[config.mk]
export PLATFORM = sky130hd
export DESIGN_NAME = hs_npu_mem_arbiter_flat
export DESIGN_NICKNAME = d
export VERILOG_FILES = /design/src/rtl/hs_npu_mem_arbiter_if.sv /design/src/rtl/hs_npu_mem_arbiter.sv /design/src/flat_wrapper.sv
export SDC_FILE = /design/constraint.sdc
export NUM_CORES = 1
export LEC_CHECK = 0
export CORE_AREA = 2 2 155 157
export CTS_CLUSTER_DIAMETER = 60
export DETAILED_ROUTE_END_ITERATION = 8
export DIE_AREA = 0 0 157 159
export PLACE_DENSITY = 0.69
export SLEW_MARGIN = 20
export SYNTH_ARGS = -nofsm -noshare
export SYNTH_HDL_FRONTEND = slang
export SYNTH_SLANG_ARGS = --single-unit
[constraint.sdc]
create_clock -name clk -period 3 [get_ports clk]
set_input_delay 0.3 -clock clk [delete_from_list [all_inputs] [get_ports clk]]
set_output_delay 0.3 -clock clk [all_outputs]
set_load 0.02 [all_outputs]
[src/rtl/hs_npu_mem_arbiter_if.sv]
// Bundle between the NPU requesters, the memory arbiter and the burst memory interface.
// The arbiter takes the slave modport; requesters and memory together take the master modport.
interface hs_npu_mem_arbiter_if #(
  parameter int NUM_RD      = 2,
  parameter int BURST_WORDS = 2
);
  // Handshakes: rd_req_i/wr_req_i are levels held until the matching one-cycle done/err pulse.
  // mem_ready_i gates arbitration. mem_read_ready_o stays high from issue until the burst lands.
  // mem_valid_i is a one-cycle completion strobe. mem_write_valid_o is a one-cycle issue strobe,
  // and a write completes when mem_ready_i goes low and then high again.
  logic [NUM_RD-1:0]                 rd_req_i;
  logic [NUM_RD-1:0][31:0]           rd_addr_i;
  logic [NUM_RD-1:0]                 rd_done_o;
  logic [NUM_RD-1:0]                 rd_err_o;
  logic [BURST_WORDS-1:0][31:0]      rd_data_o;
  logic                              wr_req_i;
  logic [31:0]                       wr_addr_i;
  logic [BURST_WORDS-1:0][31:0]      wr_data_i;
  logic                              wr_done_o;
  logic                              mem_ready_i;
  logic                              mem_valid_i;
  logic [BURST_WORDS-1:0][31:0]      mem_data_i;
  logic                              mem_read_ready_o;
  logic                              mem_write_valid_o;
  logic                              mem_invalidate_o;
  logic [31:0]                       mem_addr_o;
  logic [BURST_WORDS-1:0][31:0]      mem_wdata_o;

  modport slave (
    input  rd_req_i, rd_addr_i, wr_req_i, wr_addr_i, wr_data_i,
           mem_ready_i, mem_valid_i, mem_data_i,
    output rd_done_o, rd_err_o, rd_data_o, wr_done_o,
           mem_read_ready_o, mem_write_valid_o, mem_invalidate_o, mem_addr_o, mem_wdata_o
  );

  modport master (
    output rd_req_i, rd_addr_i, wr_req_i, wr_addr_i, wr_data_i,
           mem_ready_i, mem_valid_i, mem_data_i,
    input  rd_done_o, rd_err_o, rd_data_o, wr_done_o,
           mem_read_ready_o, mem_write_valid_o, mem_invalidate_o, mem_addr_o, mem_wdata_o
  );
endinterface

[src/rtl/hs_npu_mem_arbiter.sv]
// Shares one burst memory port between NUM_RD round-robin readers and a priority writer.
// Hung reads are invalidated after TIMEOUT cycles in RD_WAIT.
module hs_npu_mem_arbiter #(
  parameter int NUM_RD      = 2,
  parameter int BURST_WORDS = 2,
  parameter int TIMEOUT     = 255
) (
  input  logic                clk,
  input  logic                rst_n,
  hs_npu_mem_arbiter_if.slave bus,
  output logic [2:0]          dbg_state
);
  localparam int IDX_W = (NUM_RD > 2) ? 2 : 1;
  localparam logic [7:0] TO_LAST = 8'(TIMEOUT);
  localparam logic [NUM_RD-1:0] ONE_HOT0 = NUM_RD'(1);

  typedef enum logic [2:0] {
    IDLE     = 3'd0,
    RD_ISSUE = 3'd1,
    RD_WAIT  = 3'd2,
    WR_ISSUE = 3'd3,
    WR_WAIT  = 3'd4,
    RD_ABORT = 3'd5
  } state_t;

  state_t                       state_q, state_d;
  logic [IDX_W-1:0]             rr_q;
  logic [IDX_W-1:0]             idx_q;
  logic [31:0]                  addr_q;
  logic [BURST_WORDS-1:0][31:0] wdata_q;
  logic [BURST_WORDS-1:0][31:0] rd_data_q;
  logic [7:0]                   cnt_q;
  logic                         seen_low_q;
  logic [NUM_RD-1:0]            rd_done_q;
  logic                         wr_done_q;

  logic                         rd_any;
  logic [IDX_W-1:0]             rd_pick;
  logic                         grant_wr;
  logic                         grant_rd;
  logic                         timeout_hit;

  function automatic logic [IDX_W-1:0] rot_idx(input logic [IDX_W-1:0] base, input int k);
    int s;
    s = int'(base) + k;
    if (s >= NUM_RD) s = s - NUM_RD;
    return IDX_W'(s);
  endfunction

  function automatic logic [IDX_W-1:0] next_idx(input logic [IDX_W-1:0] i);
    return (i == IDX_W'(NUM_RD - 1)) ? '0 : i + 1'b1;
  endfunction

  // Scan downward so the requester closest to rr_q (at or after it) is the last assignment.
  always_comb begin
    rd_any  = 1'b0;
    rd_pick = rr_q;
    for (int k = NUM_RD - 1; k >= 0; k--) begin
      if (bus.rd_req_i[rot_idx(rr_q, k)]) begin
        rd_any  = 1'b1;
        rd_pick = rot_idx(rr_q, k);
      end
    end
  end

  assign grant_wr    = (state_q == IDLE) && bus.mem_ready_i && bus.wr_req_i;
  assign grant_rd    = (state_q == IDLE) && bus.mem_ready_i && !bus.wr_req_i && rd_any;
  assign timeout_hit = (cnt_q + 8'd1) == TO_LAST;

  always_ff @(posedge clk or negedge rst_n) begin
    if (!rst_n) state_q <= IDLE;
    else        state_q <= state_d;
  end

  always_comb begin
    state_d = state_q;
    case (state_q)
      IDLE: begin
        if (grant_wr)      state_d = WR_ISSUE;
        else if (grant_rd) state_d = RD_ISSUE;
      end
      RD_ISSUE: state_d = RD_WAIT;
      RD_WAIT: begin
        // Data arriving on the timeout cycle still completes the read.
        if (bus.mem_valid_i)  state_d = IDLE;
        else if (timeout_hit) state_d = RD_ABORT;
      end
      RD_ABORT: state_d = IDLE;
      WR_ISSUE: state_d = WR_WAIT;
      WR_WAIT:  if (bus.mem_ready_i && seen_low_q) state_d = IDLE;
      default:  state_d = IDLE;
    endcase
  end

  always_ff @(posedge clk or negedge rst_n) begin
    if (!rst_n) begin
      rr_q       <= '0;
      idx_q      <= '0;
      addr_q     <= '0;
      wdata_q    <= '0;
      rd_data_q  <= '0;
      cnt_q      <= '0;
      seen_low_q <= 1'b0;
      rd_done_q  <= '0;
      wr_done_q  <= 1'b0;
    end else begin
      rd_done_q <= '0;
      wr_done_q <= 1'b0;
      case (state_q)
        IDLE: begin
          if (grant_wr) begin
            addr_q  <= bus.wr_addr_i;
            wdata_q <= bus.wr_data_i;
          end else if (grant_rd) begin
            idx_q  <= rd_pick;
            addr_q <= bus.rd_addr_i[rd_pick];
          end
        end
        RD_ISSUE: cnt_q <= '0;
        RD_WAIT: begin
          if (bus.mem_valid_i) begin
            rd_data_q <= bus.mem_data_i;
            rd_done_q <= ONE_HOT0 << idx_q;
            rr_q      <= next_idx(idx_q);
          end else begin
            cnt_q <= cnt_q + 8'd1;
          end
        end
        RD_ABORT: rr_q <= next_idx(idx_q);
        WR_ISSUE: seen_low_q <= 1'b0;
        WR_WAIT: begin
          // Completion needs a low-then-high on mem_ready_i seen while waiting.
          if (!bus.mem_ready_i)    seen_low_q <= 1'b1;
          else if (seen_low_q)     wr_done_q  <= 1'b1;
        end
        default: ;
      endcase
    end
  end

  always_comb begin
    bus.mem_read_ready_o  = (state_q == RD_ISSUE) || (state_q == RD_WAIT);
    bus.mem_write_valid_o = (state_q == WR_ISSUE);
    bus.mem_invalidate_o  = (state_q == RD_ABORT);
    bus.rd_err_o          = (state_q == RD_ABORT) ? (ONE_HOT0 << idx_q) : '0;
    bus.rd_done_o         = rd_done_q;
    bus.rd_data_o         = rd_data_q;
    bus.wr_done_o         = wr_done_q;
    bus.mem_addr_o        = addr_q;
    bus.mem_wdata_o       = wdata_q;
    dbg_state             = state_q;
  end
endmodule

[src/flat_wrapper.sv]
// flat-port wrapper written by rule: the top's interface ports become plain ports
module hs_npu_mem_arbiter_flat 
#(
  parameter int NUM_RD      = 2,
  parameter int BURST_WORDS = 2,
  parameter int TIMEOUT     = 255
)
  (clk, rst_n, dbg_state, bus_rd_req_i, bus_rd_addr_i, bus_wr_req_i, bus_wr_addr_i, bus_wr_data_i, bus_mem_ready_i, bus_mem_valid_i, bus_mem_data_i, bus_rd_done_o, bus_rd_err_o, bus_rd_data_o, bus_wr_done_o, bus_mem_read_ready_o, bus_mem_write_valid_o, bus_mem_invalidate_o, bus_mem_addr_o, bus_mem_wdata_o);
  hs_npu_mem_arbiter_if #(.NUM_RD(NUM_RD), .BURST_WORDS(BURST_WORDS)) bus_i ();
  input  logic clk;
  input  logic rst_n;
  output logic [2:0] dbg_state;
  input wire logic [$bits(bus_i.rd_req_i)-1:0] bus_rd_req_i;
  input wire logic [$bits(bus_i.rd_addr_i)-1:0] bus_rd_addr_i;
  input wire logic [$bits(bus_i.wr_req_i)-1:0] bus_wr_req_i;
  input wire logic [$bits(bus_i.wr_addr_i)-1:0] bus_wr_addr_i;
  input wire logic [$bits(bus_i.wr_data_i)-1:0] bus_wr_data_i;
  input wire logic [$bits(bus_i.mem_ready_i)-1:0] bus_mem_ready_i;
  input wire logic [$bits(bus_i.mem_valid_i)-1:0] bus_mem_valid_i;
  input wire logic [$bits(bus_i.mem_data_i)-1:0] bus_mem_data_i;
  output wire logic [$bits(bus_i.rd_done_o)-1:0] bus_rd_done_o;
  output wire logic [$bits(bus_i.rd_err_o)-1:0] bus_rd_err_o;
  output wire logic [$bits(bus_i.rd_data_o)-1:0] bus_rd_data_o;
  output wire logic [$bits(bus_i.wr_done_o)-1:0] bus_wr_done_o;
  output wire logic [$bits(bus_i.mem_read_ready_o)-1:0] bus_mem_read_ready_o;
  output wire logic [$bits(bus_i.mem_write_valid_o)-1:0] bus_mem_write_valid_o;
  output wire logic [$bits(bus_i.mem_invalidate_o)-1:0] bus_mem_invalidate_o;
  output wire logic [$bits(bus_i.mem_addr_o)-1:0] bus_mem_addr_o;
  output wire logic [$bits(bus_i.mem_wdata_o)-1:0] bus_mem_wdata_o;
  assign bus_i.rd_req_i = bus_rd_req_i;
  assign bus_i.rd_addr_i = bus_rd_addr_i;
  assign bus_i.wr_req_i = bus_wr_req_i;
  assign bus_i.wr_addr_i = bus_wr_addr_i;
  assign bus_i.wr_data_i = bus_wr_data_i;
  assign bus_i.mem_ready_i = bus_mem_ready_i;
  assign bus_i.mem_valid_i = bus_mem_valid_i;
  assign bus_i.mem_data_i = bus_mem_data_i;
  assign bus_rd_done_o = bus_i.rd_done_o;
  assign bus_rd_err_o = bus_i.rd_err_o;
  assign bus_rd_data_o = bus_i.rd_data_o;
  assign bus_wr_done_o = bus_i.wr_done_o;
  assign bus_mem_read_ready_o = bus_i.mem_read_ready_o;
  assign bus_mem_write_valid_o = bus_i.mem_write_valid_o;
  assign bus_mem_invalidate_o = bus_i.mem_invalidate_o;
  assign bus_mem_addr_o = bus_i.mem_addr_o;
  assign bus_mem_wdata_o = bus_i.mem_wdata_o;
  hs_npu_mem_arbiter #(.NUM_RD(NUM_RD), .BURST_WORDS(BURST_WORDS), .TIMEOUT(TIMEOUT)) u_core (.clk(clk), .rst_n(rst_n), .bus(bus_i), .dbg_state(dbg_state));
endmodule
# After elaboration in Yosys (flattened, before gate mapping)
# Index checks and enable logic that the tools add are counted.
# classes
shift	1
addsub	5
n_mux	33
reduce_logical	20
n_bitwise	1
n_eq_ne	12
magnitude_cmp	5
# op_table
operator	n
$mux W32	4
$mux W1	16
$pmux W8 S2	1
$mux W3	5
$pmux W3 S5	1
$reduce_and A2 Y1	6
$add A8 B1 Y8 const B	1
$eq A8 B8 Y1 const B	1
$mux W8	1
$reduce_bool A2 Y1	4
$eq A3 B2 Y1 const B	2
$eq A3 B3 Y1 const B	2
$lt A1 B2 Y1 const B	3
$mux W2	3
$ne A2 B2 Y1 const B	3
$reduce_and A3 Y1	2
$logic_and A1 B1 Y1	5
$pmux W1 S2	2
$eq A3 B1 Y1 const B	1
$logic_not A3 Y1	1
$ne A3 B1 Y1 const B	1
$ne A3 B2 Y1 const B	1
$add A1 B1 Y2 const B	1
$ge A1 B2 Y1 const B	1
other kinds (8)	9
# totals
reg_bits	177
output_inout_bits	171
inputBits	231
elab_cells	89

# Longest topological paths before layout
# logic_depth
depth_word	11
mapped_depth	7
mapped_depth_nobuf	6

# Worst setup path after synthesis
# Ideal clock, no wire load.
# synth_timing
path_kind	register -> output
startpoint	register u_core.state_q[0] (netlist: u_core.dbg_state[0])
endpoint	output port bus_rd_err_o[0]
arrival_time_ns	1.564
path_buffers	1
path_stages_with_launch	5
t_required_ns	2.700
slack_ns	1.136
cell_sequence	dfrtp_1 -> buf_6 -> nor2b_1 -> and2_1 -> nor2b_1
# synth_via
elab_chain_cells	2
# synth_rtl
item	line_no	rtl
from (decl)	hs_npu_mem_arbiter.sv:26	state_t state_q, state_d;
from (signal assigned)	hs_npu_mem_arbiter.sv:72	else state_q <= state_d;
$eq A3 B3 Y1	--	
net bus_mem_invalidate_o	flat_wrapper.sv:27	output wire logic [$bits(bus_i.mem_invalidate_o)-1:0] bus_mem_invalidate_o;
$mux W2	hs_npu_mem_arbiter.sv:145	bus.rd_err_o = (state_q == RD_ABORT) ? (ONE_HOT0 << idx_q) : '0;
to (decl)	flat_wrapper.sv:22	output wire logic [$bits(bus_i.rd_err_o)-1:0] bus_rd_err_o;
# The timed path passes the listed nets, and every way through them passes these cells.

# Final worst setup path
# layout_timing
startpoint	register u_core.state_q[0] (netlist: u_core.dbg_state[0])
endpoint	output port bus_rd_err_o[0]
# layout_via
elab_chain_cells	2
# layout_rtl
item	line_no
$eq A3 B3 Y1	hs_npu_mem_arbiter.sv:145
$mux W2	hs_npu_mem_arbiter.sv:145
# No other way between the ends.

==> out/summary.txt <==
Status - completed
Finished layout cell area - 12500 sq um
Starting density of the core - 32.7%
Hold Crit Start - bus_wr_data_i[3]
CP Max Fanout - 12
Via count - 6846
Die area - 25000 sq um
Largest net degree at the start of global routing - 56
DRC - 0
Gr ovfl total - 0
Post-layout net count - 1359
Area after DPL - 11900 sq um
Final hold slack - 0.393 ns
Max cap viols - 0
H-tree Lvls - 4
Worst hold path type - primary input to flip-flop
Syn_nets - 971
Clock buffer count from CTS - 17
RSZ-0062 raised after global routing - no
I/O Pins - 402
Max Freq - 0.379 GHz
Total Wirelength - 25200 microns
Critical Path End Type - primary output
Detailed Routing Iterations Pass 1 - 5
Clock Skew - 0.0109 ns
Synthesized area - 7590 sq um
Via/cell ratio - 4.70
1st-iter DRT viols - 322
Final setup fails - 0
Crit share post-route - 87.9%
Routability cong. - 0.857
Core area - 23200 sq um
CP cell instances - nor2b_1 > and2_1 > nor2b_1 > clkdlybuf4s50_1
First-pass GRT wire length - 38800 microns
Final std cells w/o fill - 1458
CTS Buffer Depth - 2
Leak - 0.00541 uW
CP top delay family - simple AND/OR/NAND/NOR gates
Tightest Pin Transition - 0.614 ns
Clock-pin slew on the worst setup and hold paths - 0.08 ns
Clk Latency, worst-skew pair - 0.42 ns
WP data arrival - 2.34 ns
Yosys warns - 0
Synthesized area per cell - 10.3 sq um
Pwr/cell area - 1020 nW/um^2
Max Slew Vio Count - 0
Crit path buf inv count - 1
CTS Root Cell - clkbuf_16
Die W - 157 microns
Postcts setup bufs - 0
Post-synthesis sequential area ratio - 58.4%
Vias in the first global route - 6979
TNS Setup - 0 ns
# rows - 56
Unique masters post-synth - 38
CP max stage cell - clkdlybuf4s50_1
ANT cells - 0
Detail Placement HPWL - 18900 microns
Sink Count - 177
Multi-input combinational cell area - 2920 sq um
Fillers - 2069
Maximum vdd drop - 0.000429 V
# port buffers - 401
GRT Total Usage - 20.1%
Area growth, synth to finish - 65.1%
Cells after synthesis - 738
Most frequent CP cell - nor2b_1
CP Class - flip-flop to primary output
Startpoint Class - flip-flop
Slowest Stage Delay on Critical Path - 0.61 ns
Sequential cell area - 4430 sq um
Crit path required time - 2.70 ns
Final ANT Viol Nets - 0
#FFs+latches synth - 177
Share of cells above drive strength 1 - 10.6%
Die span in y - 159 microns
Initial antenna violation count - 1
CTS tree - built
Final min period - 2.64 ns
Max-slew headroom at the worst pin - 59.1%
Layout Utilization - 54.0%
CP startpoint - u_core.dbg_state[0]
Final Hold Viols - 0
DR WL/cell - 17.3 microns
Reg2reg start - u_core.dbg_state[2]
Cells after DPL - 1425
-- synthesized netlist by cell type (all sizes together) --
| library cell | n | area (sq um) |
|---|---|---|
| nand4 | 2 | 12.5 |
| a211oi | 32 | 240 |
| o211ai | 1 | 7.51 |
| nor2 | 9 | 33.8 |
| and3 | 35 | 219 |
| nand2b | 3 | 18.8 |
| a31oi | 2 | 12.5 |
| nor3 | 2 | 10.0 |
| a21oi | 5 | 25.0 |
| or4b | 1 | 13.8 |
| and3b | 1 | 8.76 |
| nand2 | 238 | 893 |
| xnor2 | 2 | 17.5 |
| dfrtp | 177 | 4430 |
| o21bai | 3 | 22.5 |
| ha | 2 | 25.0 |
| buf | 29 | 178 |
| mux2 | 65 | 732 |
| and2 | 3 | 18.8 |
| o31ai | 2 | 15.0 |
| nor4b | 2 | 23.8 |
| nand3b | 2 | 15.0 |
| o211a | 1 | 10.0 |
| o21ai | 81 | 405 |
| o21a | 2 | 15.0 |
| a21bo | 1 | 10.0 |
| clkbuf | 20 | 75.1 |
| o41ai | 1 | 8.76 |
| nor2b | 5 | 31.3 |
| inv | 1 | 3.75 |
| nor3b | 3 | 22.5 |
| nand3 | 4 | 20.0 |
| and4bb | 1 | 12.5 |
-- cell families (layout without fill, tap and decap cells) --
logic type      after synthesis  count (layout)  synth area share, %
simple gates                311             311                 17.8
flops                       177             177                 58.4
compound gates              131             131                 10.2
mux                          65              65                 9.65
buf+inv                      50             451                 3.38
fa+ha+maj                     2               2                0.330
xor+xnor                      2               2                0.231
-- cell usage in the layout (no fill, tap or decap), types with 3 or more instances in the layout --
master,n
nand3_1,4
clkdlybuf4s50_1,400
nor2_1,9
nor2b_1,5
a21oi_1,5
buf_4,12
clkbuf_16,17
and3_1,35
dfrtp_1,177
inv_6,3
o21ai_1,27
inv_8,5
mux2_2,64
nor3b_1,3
nand2_1,237
clkinv_4,4
a211oi_1,32
o21ai_0,53
nand2b_1,3
buf_12,4
-- per-layer routing --
layer  vias up  global-route usage, %  wire (microns)
li1       3276                      -               -
met1      3237                   23.4            9900
met2       290                   34.3           12300
met3        41                   6.48            2190
met4         2                   7.80             805
met5         -                      0              13
-- per-stage QoR --
| stage | power, uW | setup WS, ns |
|---|---|---|
| 5_1_grt | 13600 | 0.224 |
| 3_3_place_gp | 10600 | 0.605 |
| 3_5_place_dp | 10700 | 0.569 |
| 6_report | 12800 | 0.364 |
| 4_1_cts | 12900 | 0.332 |
| 2_1_floorplan | 7410 | 1.14 |
-- where the power goes --
| group | leakage, uW | internal [uW] | switching [uW] |
|---|---|---|---|
| clock network | 0.000288 | 1130 | 1060 |
| registers | 0.00216 | 3520 | 697 |
| logic | 0.00296 | 3120 | 3250 |
-- worst min-delay path, delay by kind of cell --
kind | cells | cell delay (ns)
buf+inv | 1 | 0.39
simple gates | 2 | 0.09
-- layout make-up --
cell class,instances,area share (%)
Clock inverter,14,1.11
Inverter,1,0.0300
Sequential cell,177,35.4
Tap cell,319,3.19
Clock buffer,18,3.51
Timing Repair Buffer,418,33.5
Multi-Input combinational cell,511,23.3
-- worst paths after layout --
kind / depth (start not counted) / endpoint / slack [ns]
max: 4 / bus_rd_err_o[0] / 0.36
min: 3 / u_core.bus.mem_wdata_o[3] / 0.39
max reg2reg: 4 / u_core.idx_q / 0.80
min reg2reg: 2 / u_core.bus.mem_wdata_o[55] / 0.47
max in group asynchronous: 3 / u_core.bus.mem_wdata_o[13] / 1.81
min in group asynchronous: 2 / u_core.bus.rd_data_o[5] / 0.43
-- state kept, by name, summed over array words and instances (netlist names) --
register,flops
u_core.bus.rd_done_o,2
u_core.bus.wr_done_o,1
u_core.bus.rd_data_o,64
u_core.seen_low_q,1
u_core.dbg_state,3
u_core.cnt_q,8
u_core.bus.mem_wdata_o,64
u_core.rr_q,1
u_core.bus.mem_addr_o,32
u_core.idx_q,1
-- what timing repair did --
action                                 CTS  global route
hold buffers                             1             0
endpoints found under the hold margin   51             0
gates resized for setup                  0             0
Note: power is estimated with default switching activity, not from simulation.
